<file path="src/rtl/key_event_encoder.sv">
// Eight-line rising-edge event encoder: synchronizes level inputs, latches events
// into a pending vector and presents them one at a time in round-robin order.
module key_event_encoder (
    input  logic       clk,
    input  logic       rst,
    input  logic [7:0] i,
    input  logic       ready,
    input  logic       ovf_clr,
    output logic [2:0] o,
    output logic       valid,
    output logic [7:0] pend,
    output logic       ovf
);

    localparam logic [0:0] IDLE = 1'b0;
    localparam logic [0:0] HOLD = 1'b1;

    logic [7:0] r_s1;
    logic [7:0] r_s2;
    logic [7:0] r_s3;
    logic [7:0] r_pend;
    logic [2:0] r_o;
    logic [2:0] r_ptr;
    logic [0:0] r_state;
    logic       r_ovf;

    logic [7:0] w_rise;
    logic [7:0] w_clr;
    logic [7:0] w_pend_d;
    logic       w_drop;
    logic       w_accept;
    logic [2:0] w_sel;
    logic [2:0] w_idx;
    logic       w_found;

    assign w_rise   = r_s2 & ~r_s3;
    assign w_accept = (r_state == HOLD) && ready;

    always_comb begin
        w_clr = 8'h00;
        if (w_accept) begin
            w_clr[r_o] = 1'b1;
        end
    end

    // A rise on the bit being cleared re-arms it instead of counting as a drop.
    assign w_pend_d = (r_pend & ~w_clr) | w_rise;
    assign w_drop   = |(w_rise & r_pend & ~w_clr);

    // Round-robin pick: first set pending bit at or above ptr, wrapping 7 -> 0.
    always_comb begin
        w_sel   = r_ptr;
        w_idx   = r_ptr;
        w_found = 1'b0;
        for (int j = 0; j < 8; j++) begin
            w_idx = r_ptr + 3'(j);
            if (!w_found && r_pend[w_idx]) begin
                w_sel   = w_idx;
                w_found = 1'b1;
            end
        end
    end

    always_ff @(posedge clk or posedge rst) begin
        if (rst) begin
            r_s1    <= 8'h00;
            r_s2    <= 8'h00;
            r_s3    <= 8'h00;
            r_pend  <= 8'h00;
            r_o     <= 3'd0;
            r_ptr   <= 3'd0;
            r_state <= IDLE;
            r_ovf   <= 1'b0;
        end else begin
            r_s1   <= i;
            r_s2   <= r_s1;
            r_s3   <= r_s2;
            r_pend <= w_pend_d;

            if (w_drop) begin
                r_ovf <= 1'b1;
            end else if (ovf_clr) begin
                r_ovf <= 1'b0;
            end

            case (r_state)
                IDLE: begin
                    if (|r_pend) begin
                        r_o     <= w_sel;
                        r_state <= HOLD;
                    end
                end
                HOLD: begin
                    if (ready) begin
                        r_ptr   <= r_o + 3'd1;
                        r_state <= IDLE;
                    end
                end
            endcase
        end
    end

    assign o     = r_o;
    assign valid = (r_state == HOLD);
    assign pend  = r_pend;
    assign ovf   = r_ovf;

endmodule

</file>
<file path="config.mk">
export PLATFORM = sky130hd
export DESIGN_NAME = key_event_encoder
export DESIGN_NICKNAME = d
export VERILOG_FILES = /design/src/rtl/key_event_encoder.sv
export SDC_FILE = /design/constraint.sdc
export NUM_CORES = 1
export LEC_CHECK = 0
export ABC_CLOCK_PERIOD_IN_PS = 3100
export CORE_ASPECT_RATIO = 0.8
export CORE_MARGIN = 2
export CORE_UTILIZATION = 30
export DETAILED_ROUTE_END_ITERATION = 6
export GPL_TIMING_DRIVEN = 0
export SLEW_MARGIN = 5
export SYNTH_ARGS = -nofsm -noshare
export SYNTH_HDL_FRONTEND = slang
export SYNTH_SLANG_ARGS = --single-unit
</file>
<file path="constraint.sdc">
create_clock -name clk -period 3.1 [get_ports clk]
set_input_delay 0.465 -clock clk [delete_from_list [all_inputs] [get_ports clk]]
set_output_delay 0.465 -clock clk [all_outputs]
set_load 0.1 [all_outputs]
</file>
==> results of run 1 <==
-- worst paths after layout --
kind	depth (start not counted)	startpoint	slack (ns)	end
setup / recovery	12	r_ptr[0]	0.18	o[0]
hold / removal	0	r_s1[3]	0.35	r_s2[3]
setup reg to reg	12	r_ptr[0]	0.18	o[0]
hold reg to reg	0	r_s1[3]	0.35	r_s2[3]
max in group asynchronous	2	rst	1.95	pend[3]
min in group asynchronous	2	rst	0.64	r_s1[2]
-- report_power, final --
group	leakage, nW	switching (mW)	internal (mW)
logic	0.606	1.11	0.727
registers	0.448	0.146	0.609
clock network	0.0614	0.177	0.263
total	1.12	1.43	1.60
-- metrics by stage --
stage	std cells	hold slack (ns)
final	335	0.3502
after global routing	335	0.3618
after CTS	335	0.3530
after detailed placement	327	0.3347
after global placement	327	0.3325
after floorplan	198	0.3312
-- cell type report --
class	count	share of cell area, %
sequential	40	35.89
clock buffer	6	2.961
inverter	13	1.750
multi-input combinational	138	41.36
buffer	7	3.320
clock inverter	2	1.391
tap	105	4.711
timing repair buffer	24	8.614
-- cell usage after synthesis, drive strengths merged, types with 2 or more instances --
| library cell | count | area [um^2] |
|---|---|---|
| clkbuf | 4 | 55.05 |
| nand2b | 4 | 25.02 |
| nor2b | 3 | 26.27 |
| mux2i | 15 | 150.1 |
| nand2 | 13 | 48.80 |
| a211o | 2 | 17.52 |
| o221ai | 2 | 17.52 |
| nor2 | 5 | 18.77 |
| o31ai | 2 | 15.01 |
| a31oi | 4 | 25.02 |
| or2 | 2 | 12.51 |
| xnor2 | 5 | 43.79 |
| mux4 | 10 | 236.5 |
| mux2 | 6 | 67.56 |
| buf | 3 | 37.53 |
| nor3 | 8 | 40.04 |
| dfrtp | 40 | 1001 |
| nand3b | 2 | 15.01 |
| nor4 | 3 | 18.77 |
| ha | 3 | 37.54 |
| a21oi | 3 | 15.01 |
| nand3 | 8 | 45.04 |
| o32ai | 2 | 25.03 |
| inv | 13 | 48.80 |
| nor3b | 2 | 15.01 |
| o21ai | 21 | 108.9 |
-- cell families (layout without fill, tap and decap cells) --
logic type,Yosys count,after routing,share of synthesized area (%)
AO/OA/AOI/OAI,44,44,13.03
XOR/XNOR,6,6,2.309
flip-flops,40,40,43.98
multiplexers,31,31,19.96
adder cells (fa/ha/maj),3,3,1.649
AND/OR/NAND/NOR,54,54,12.86
buffers and inverters,20,52,6.212
-- critical path: stages (launching register included) --
cell,delay (ns)
dfrtp_1,0.41
buf_6,0.19
clkbuf_8,0.19
inv_1,0.07
ha_1,0.32
clkbuf_8,0.18
mux4_1,0.38
mux2i_4,0.23
o21ai_0,0.10
a31oi_1,0.24
o21ai_2,0.09
xnor2_1,0.13
mux2_2,0.26
-- cells in the final DEF, fill, tap and decap left out, types with 3 or more instances in the layout --
cell,count
a21oi_1,3
a31oi_1,4
clkbuf_8,10
clkdlybuf4s50_1,24
dfrtp_1,40
ha_1,3
inv_1,12
mux2_2,6
mux2i_1,14
mux4_1,3
mux4_2,7
nand2_1,13
nand2b_1,4
nand3_1,7
nor2_1,5
nor3_1,8
nor4_1,3
o21ai_0,20
xnor2_1,4
-- flip-flops by register name (all words and copies together) (netlist names) --
| register | flops |
|---|---|
| pend | 8 |
| r_s1 | 8 |
| r_s2 | 8 |
| r_s3 | 8 |
| o | 3 |
| r_ptr | 3 |
| ovf | 1 |
| valid | 1 |
-- repair_timing --
item	in CTS	in global routing
hold endpoints to repair	0	0
buffers inserted	0	0
resized for setup	0	3
endpoints found under the setup margin	0	2
-- routing by layer --
| metal | GRT usage, % | vias up | part of all wire, % |
|---|---|---|---|
| li1 | - | 798 | - |
| met1 | 17.55 | 827 | 46 |
| met2 | 20.07 | 47 | 47 |
| met3 | 2.809 | 10 | 5.1 |
| met4 | 5.270 | 0 | 2.1 |
| met5 | 0 | - | 0 |
==> results_dict.tcl, run 1 <==
set metrics [dict create \
    syn_area_mm2 0.002276 \
    hpwlAfterDp_um 3606 \
    post-route-min-period_ns 2.918 \
    yosysWarnings 0 \
    num_rows 28 \
    stdcell_area_mm2 0.002789 \
    seq_area_mm2 0.001001 \
    syn_inst 198 \
    vias 1682 \
    maxClockFrequency_mhz 342.7 \
    nets 244 \
    place_congestion 0.8181 \
    vdd_drop_max_v 0.0003370 \
    grtUsageTotal_pct 12.91 \
    crit_required_ns 3.28 \
    antennaDiodeCount 0 \
    synth-seq-cells 40 \
    final_layout_size_suffix_gt1_share_pct 16.96 \
    hold_viol 0 \
    leakage_nw 1.115 \
    fin_ws_ns 0.1820 \
    critPathKind "reg -> reg" \
    clk_pin_slew_worst_paths_ns 0.08 \
    initial_core_util_pct 30.79 \
    cts_root_buffer "clkbuf_8" \
    place_area_mm2 0.002648 \
    syn_nets 213 \
    die_area_mm2 0.008304 \
    grt_pass1_wl_um 8273 \
    drv_cap 0 \
    n_fill_cell 746 \
    ioPinCount 25 \
    tns_ns 0 \
    synth_flop_cell "dfrtp_1" \
    area_delta_synth_final_pct 22.54 \
    grt_overflow_total 0 \
    first_iter_violations 68 \
    core-area_mm2 0.007392 \
    critPathArrivalTime_ns 3.09 \
    synth-edff-count 0 \
    drt-pass1-iter-count 4 \
    ant_nets 0 \
    ys_async_sr_fraction_pct 100.0 \
    grt_pass1_vias 1614 \
    outcome "finished clean" \
    drc 0 \
    setup_viol 0 \
    grt_start_max_net_pins 41 \
    vias_per_cell 5.021 \
    die_y_um 81.91 \
    clockBufferDepth 2 \
    numCtsBuffers 5 \
    route.detailed.wl_per_inst_um 14.53 \
    cts_tree "built" \
    seq_area_frac_synth_pct 43.98 \
    post-place-ws_ns 0.1151 \
    path_max_fanout 10 \
    die_w_um 101.4 \
    worstHoldPathType "reg -> reg" \
    end_kind "register" \
    post-route-period-util_pct 94.13 \
    drv_slew 0 \
    utilization_pct 37.73 \
    cp-start-kind "register" \
    slew_headroom_pct 35.09 \
    routed_wl_um 4867 \
    finalPower_mw 3.028 \
    htreeDepth 2 \
    clock_skew_ns 0.004679 \
    port_buffers 24 \
    p_per_area_mw_per_mm2 1086 \
    multi_input_area_mm2 0.001154 \
    syn_area_per_cell_um2 11.49 \
    antenna_found_initial 0 \
    worstMarginPinSlew_ns 0.9706 \
    cts_num_sinks 40 \
    clkLatencyLatePin_ns 0.29 \
    cts-hold-fix-buffers 0 \
    synth_cell_types 45 \
]
No activity file was read; power rests on OpenSTA's default activity.
==> inputs of run 2 (changes only) <==
--- a/config.mk
+++ b/config.mk
@@ -9,8 +9,11 @@
 export CORE_ASPECT_RATIO = 0.8
 export CORE_MARGIN = 2
 export CORE_UTILIZATION = 30
+export CTS_CLUSTER_SIZE = 28
 export DETAILED_ROUTE_END_ITERATION = 6
 export GPL_TIMING_DRIVEN = 0
+export HOLD_SLACK_MARGIN = 0.03
+export PLACE_DENSITY = 0.56
 export SLEW_MARGIN = 5
 export SYNTH_ARGS = -nofsm -noshare
 export SYNTH_HDL_FRONTEND = slang
==> results_dict.tcl, run 2 (same netlist as run 1, synthesis figures left out) <==
set metrics [dict create \
    critPathArrivalTime_ns 3.04 \
    grtUsageTotal_pct 12.72 \
    post-cts-setup-buffers 0 \
    setup_viol 0 \
    clockBufferDepth 2 \
    hold_viol 0 \
    antenna_found_initial 0 \
    htreeDepth 2 \
    reg2reg_depth 10 \
    worstHoldPathType "reg -> reg" \
    port_buffers 24 \
    post-route-min-period_ns 2.863 \
    end_kind "register" \
    cp_top_family "multiplexers" \
    maxClockFrequency_mhz 349.2 \
    ctsResizeCount 0 \
    cts_tree "built" \
    tns_ns 0 \
    cts_root_buffer "clkbuf_8" \
    min_to "r_s2[2]" \
    timing.rr.start "r_ptr[0]" \
    die_area_mm2 0.008304 \
    layout.cells.non_filler 334 \
    post-route-period-util_pct 92.37 \
    crit_required_ns 3.27 \
    dpl.cell_count 327 \
    nets 244 \
    vias_per_cell 5.003 \
    area_delta_synth_final_pct 20.62 \
    p_per_area_mw_per_mm2 1059 \
    leakage_nw 1.092 \
    finalPower_mw 2.906 \
    path_cells "buf_6 -> clkbuf_8 -> inv_1 -> ha_1 -> xnor2_2 -> mux4_1 -> nand2_1 -> o21ai_0 -> a211o_1 -> a21bo_1" \
    clkLatencyLatePin_ns 0.28 \
    route.detailed.wl_per_inst_um 14.46 \
    rsz0062_at_grt "false" \
    grt_start_max_net_pins 41 \
    cp_slowest_cell "mux4_1" \
    vdd_drop_max_v 0.0003672 \
    ioPinCount 25 \
    final_common_cell "dfrtp_1" \
    routed_wl_um 4830 \
    critical_path_buf_inv_count 3 \
    drv_cap 0 \
    ant_nets 0 \
    grt_overflow_total 0 \
    hpwlAfterDp_um 3535 \
    drt-pass1-iter-count 4 \
    numCtsBuffers 5 \
    critPathKind "reg -> reg" \
    first_iter_violations 74 \
    fin_ws_ns 0.2366 \
    place_congestion 0.8309 \
    path_max_fanout 10 \
    grt_pass1_wl_um 8328 \
    die_w_um 101.4 \
    hold_depth 0 \
    ff2ff_setup_slack_ns 0.24 \
    slew_headroom_pct 34.60 \
    initial_core_util_pct 30.79 \
    final_cell_mix "dfrtp_1, clkdlybuf4s50_1, o21ai_0, mux2i_1, nand2_1" \
    worstMarginPinSlew_ns 0.9779 \
    cts-hold-fix-buffers 0 \
    post-place-ws_ns 0.1396 \
    drv_slew 0 \
    drc 0 \
    outcome "finished clean" \
    final_layout_size_suffix_gt1_share_pct 17.03 \
    holdWs_ns 0.3492 \
    clock_skew_ns 0.003767 \
    hold_start "r_s1[2]" \
    crit_path_max_incr_delay_ns 0.71 \
    num_rows 28 \
    n_fill_cell 724 \
    cp-start-kind "register" \
    clk_pin_slew_worst_paths_ns 0.07 \
    reg2reg_to "o[2]" \
    die_y_um 81.91 \
    core-area_mm2 0.007392 \
    cts_num_sinks 40 \
    antennaDiodeCount 0 \
    vias 1671 \
    grt_pass1_vias 1623 \
    startpoint "r_ptr[0]" \
]
-- run 2: how the worst max path moves through the flow --
stage               endpoint  slack, ns  cells after the start
finish                  o[2]       0.24                     10
global route            o[0]      0.005                     12
CTS                     o[0]       0.12                     12
detailed placement      o[0]       0.14                     12
global placement        o[0]       0.13                     12
floorplan               o[0]       0.30                      7
-- run 2: through the flow --
stage / utilization [%] / instance area (um^2)
global route: 37.14 / 2745
CTS: 36.92 / 2729
finish: 37.14 / 2745
floorplan: - / 2276
global placement: 35.82 / 2648
detailed placement: 35.82 / 2648
-- run 2: worst register-to-register path, delay by kind of cell, from the launching register on --
kind                     cells  cell delay (ns)
AO/OA/AOI/OAI                3             0.61
XOR/XNOR                     1             0.25
adder cells (fa/ha/maj)      1             0.22
buffers and inverters        3             0.45
flip-flops                   1             0.40
multiplexers                 1             0.71
AND/OR/NAND/NOR              1             0.13
-- run 2: metal layers --
layer / vias to the layer above / routed length (um) / global-route usage, % / share of wire (%)
met3: 6 / 291 / 2.468 / 6.0
met2: 58 / 2148 / 19.27 / 44
met1: 809 / 2336 / 18.20 / 48
li1: 798 / - / - / -
met5: - / 0 / 0 / 0
met4: 0 / 53 / 4.324 / 1.1
-- run 2: final cells by class --
type                    instances  area, um^2  area share (%)
inverters                      13       48.80           1.778
plain buffers                   7       92.59           3.373
flip-flops and latches         40        1001           36.46
well taps                     105       131.4           4.786
clock inverters                 2       12.51          0.4558
clock buffers                   5       68.82           2.507
repair buffers                 24       240.2           8.751
multi-input cells             138        1150           41.89
-- run 2: power by group --
group / total, mW / switching [mW] / internal (mW) / leakage (nW)
combinational: 1.82 / 1.10 / 0.728 / 0.605
sequential: 0.762 / 0.153 / 0.608 / 0.448
clock: 0.321 / 0.168 / 0.152 / 0.0400
==> inputs of run 3 (changes only) <==
--- a/config.mk
+++ b/config.mk
@@ -14,7 +14,7 @@
 export GPL_TIMING_DRIVEN = 0
 export HOLD_SLACK_MARGIN = 0.03
 export PLACE_DENSITY = 0.56
-export SLEW_MARGIN = 5
+export SLEW_MARGIN = 10
 export SYNTH_ARGS = -nofsm -noshare
 export SYNTH_HDL_FRONTEND = slang
 export SYNTH_SLANG_ARGS = --single-unit
==> results_dict.tcl, run 3 (same netlist as run 1, synthesis figures left out) <==
set metrics [dict create \
    drv_cap 0 \
    cts_root_buffer "clkbuf_8" \
    antenna_found_initial 0 \
    clockBufferDepth 2 \
    die_area_mm2 0.008304 \
    leakage_nw 1.120 \
    die_w_um 101.4 \
    final_layout_size_suffix_gt1_share_pct 17.75 \
    hpwlAfterDp_um 3582 \
    critPathKind "reg -> reg" \
    num_rows 28 \
    final_common_cell "dfrtp_1" \
    numCtsBuffers 5 \
    combPwrFrac_pct 60.7 \
    slew_headroom_pct 34.98 \
    clk_pin_slew_worst_paths_ns 0.08 \
    area_delta_synth_final_pct 23.03 \
    switching_share_pct 47.44 \
    drv_slew 0 \
    post-route-min-period_ns 2.874 \
    vdd_drop_max_v 0.0003570 \
    route.detailed.wl_per_inst_um 14.21 \
    holdWs_ns 0.3514 \
    htreeDepth 2 \
    grt_pass1_vias 1607 \
    post-place-ws_ns 0.1443 \
    grt_pass1_wl_um 8349 \
    outcome "finished clean" \
    place_area_mm2 0.002668 \
    cp-start-kind "register" \
    crit_required_ns 3.27 \
    cts_tree "built" \
    die_y_um 81.91 \
    vias 1683 \
    clkLatencyLatePin_ns 0.28 \
    post-route-period-util_pct 92.71 \
    setup_viol 0 \
    place_congestion 0.8309 \
    initial_core_util_pct 30.79 \
    p_switching_mw 1.427 \
    grt_overflow_total 0 \
    p_per_area_mw_per_mm2 1074 \
    worstHoldPathType "reg -> reg" \
    pwr-share-clk_pct 14.0 \
    nets 245 \
    clock_skew_ns 0.007361 \
    power.internal_mw 1.581 \
    stdcell_area_mm2 0.002800 \
    end_kind "register" \
    grtUsageTotal_pct 12.75 \
    cts-hold-fix-buffers 0 \
    hold_viol 0 \
    final_cell_mix "dfrtp_1, clkdlybuf4s50_1, o21ai_0, mux2i_1, nand2_1" \
    antennaDiodeCount 0 \
    drt-pass1-iter-count 4 \
    ant_nets 0 \
    worstMarginPinSlew_ns 0.9723 \
    maxClockFrequency_mhz 348.0 \
    critPathArrivalTime_ns 3.04 \
    path_max_fanout 10 \
    grt_start_max_net_pins 28 \
    routed_wl_um 4776 \
    port_buffers 24 \
    utilization_pct 37.88 \
    cts_num_sinks 40 \
    fin_ws_ns 0.2260 \
    ioPinCount 25 \
    first_iter_violations 76 \
    ff2ff_setup_slack_ns 0.23 \
    core-area_mm2 0.007392 \
    seqPwrFrac_pct 25.3 \
    vias_per_cell 5.009 \
    drc 0 \
]
==> run 3: changes by cell type in the layout (fill, tap and decap cells not counted) <==
cell,change
bufinv_16,+1
clkinv_2,-1
clkinv_4,+2
clkinvlp_4,-1
buf_12,+1
==> run 3: final cells by class <==
type	instances	area (um^2)
Buffer	7	92.59
Clock buffer	5	68.82
Clock inverter	3	47.55
Fill cell	742	4592
Inverter	13	48.80
Multi-Input combinational cell	138	1150
Sequential cell	40	1001
Tap cell	105	131.4
Timing Repair Buffer	25	260.3
==> run 3: path summary, 6_finish.rpt <==
check                         start  endpoint  cells past startpoint
max in group asynchronous       rst   pend[3]                      3
min in group asynchronous       rst   r_s2[4]                      2
min reg2reg                 r_s1[0]   r_s2[0]                      0
max                        r_ptr[0]      o[2]                     10
min                         r_s1[0]   r_s2[0]                      0
max reg2reg                r_ptr[0]      o[2]                     10
==> run 3: timing repair <==
| item | 4_1_cts | 5_1_grt |
|---|---|---|
| gates resized for setup | 0 | 4 |
| endpoints found under the setup margin | 0 | 2 |
| setup buffers | 0 | 0 |
| hold endpoints to repair | 0 | 0 |
==> run 3: power by group through the flow <==
stage | sequential, mW | combinational (mW) | clock (mW)
after detailed placement | 0.771 | 1.78 | 0
final | 0.761 | 1.83 | 0.421
after global placement | 0.770 | 1.77 | 0
after CTS | 0.760 | 1.79 | 0.439
after global routing | 0.778 | 1.97 | 0.461
after floorplan | 1.11 | 1.04 | 0
==> run 3: metal layers <==
layer	wire length (um)	GRT usage [%]	up-vias	part of all wire, %
li1	-	-	803	-
met1	2342	18.12	838	49
met2	2158	19.93	38	45
met3	226	2.383	4	4.7
met4	48	3.514	0	1.0
met5	0	0	-	0
==> run 3: stage by stage <==
stage	total power [mW]	instances	TNS [ns]
floorplan	2.150	198	0
global placement	2.536	327	0
detailed placement	2.551	328	0
CTS	2.987	336	0
global route	3.209	336	-0.0005462
finish	3.008	336	0
==> run 3: critical path, stage by stage (launching register included) <==
cell	delay, ns
dfrtp_1	0.40
buf_6	0.18
clkbuf_8	0.19
inv_1	0.07
ha_1	0.22
xnor2_2	0.24
mux4_1	0.72
nand2_1	0.13
o21ai_0	0.10
a211o_1	0.32
a21bo_1	0.18
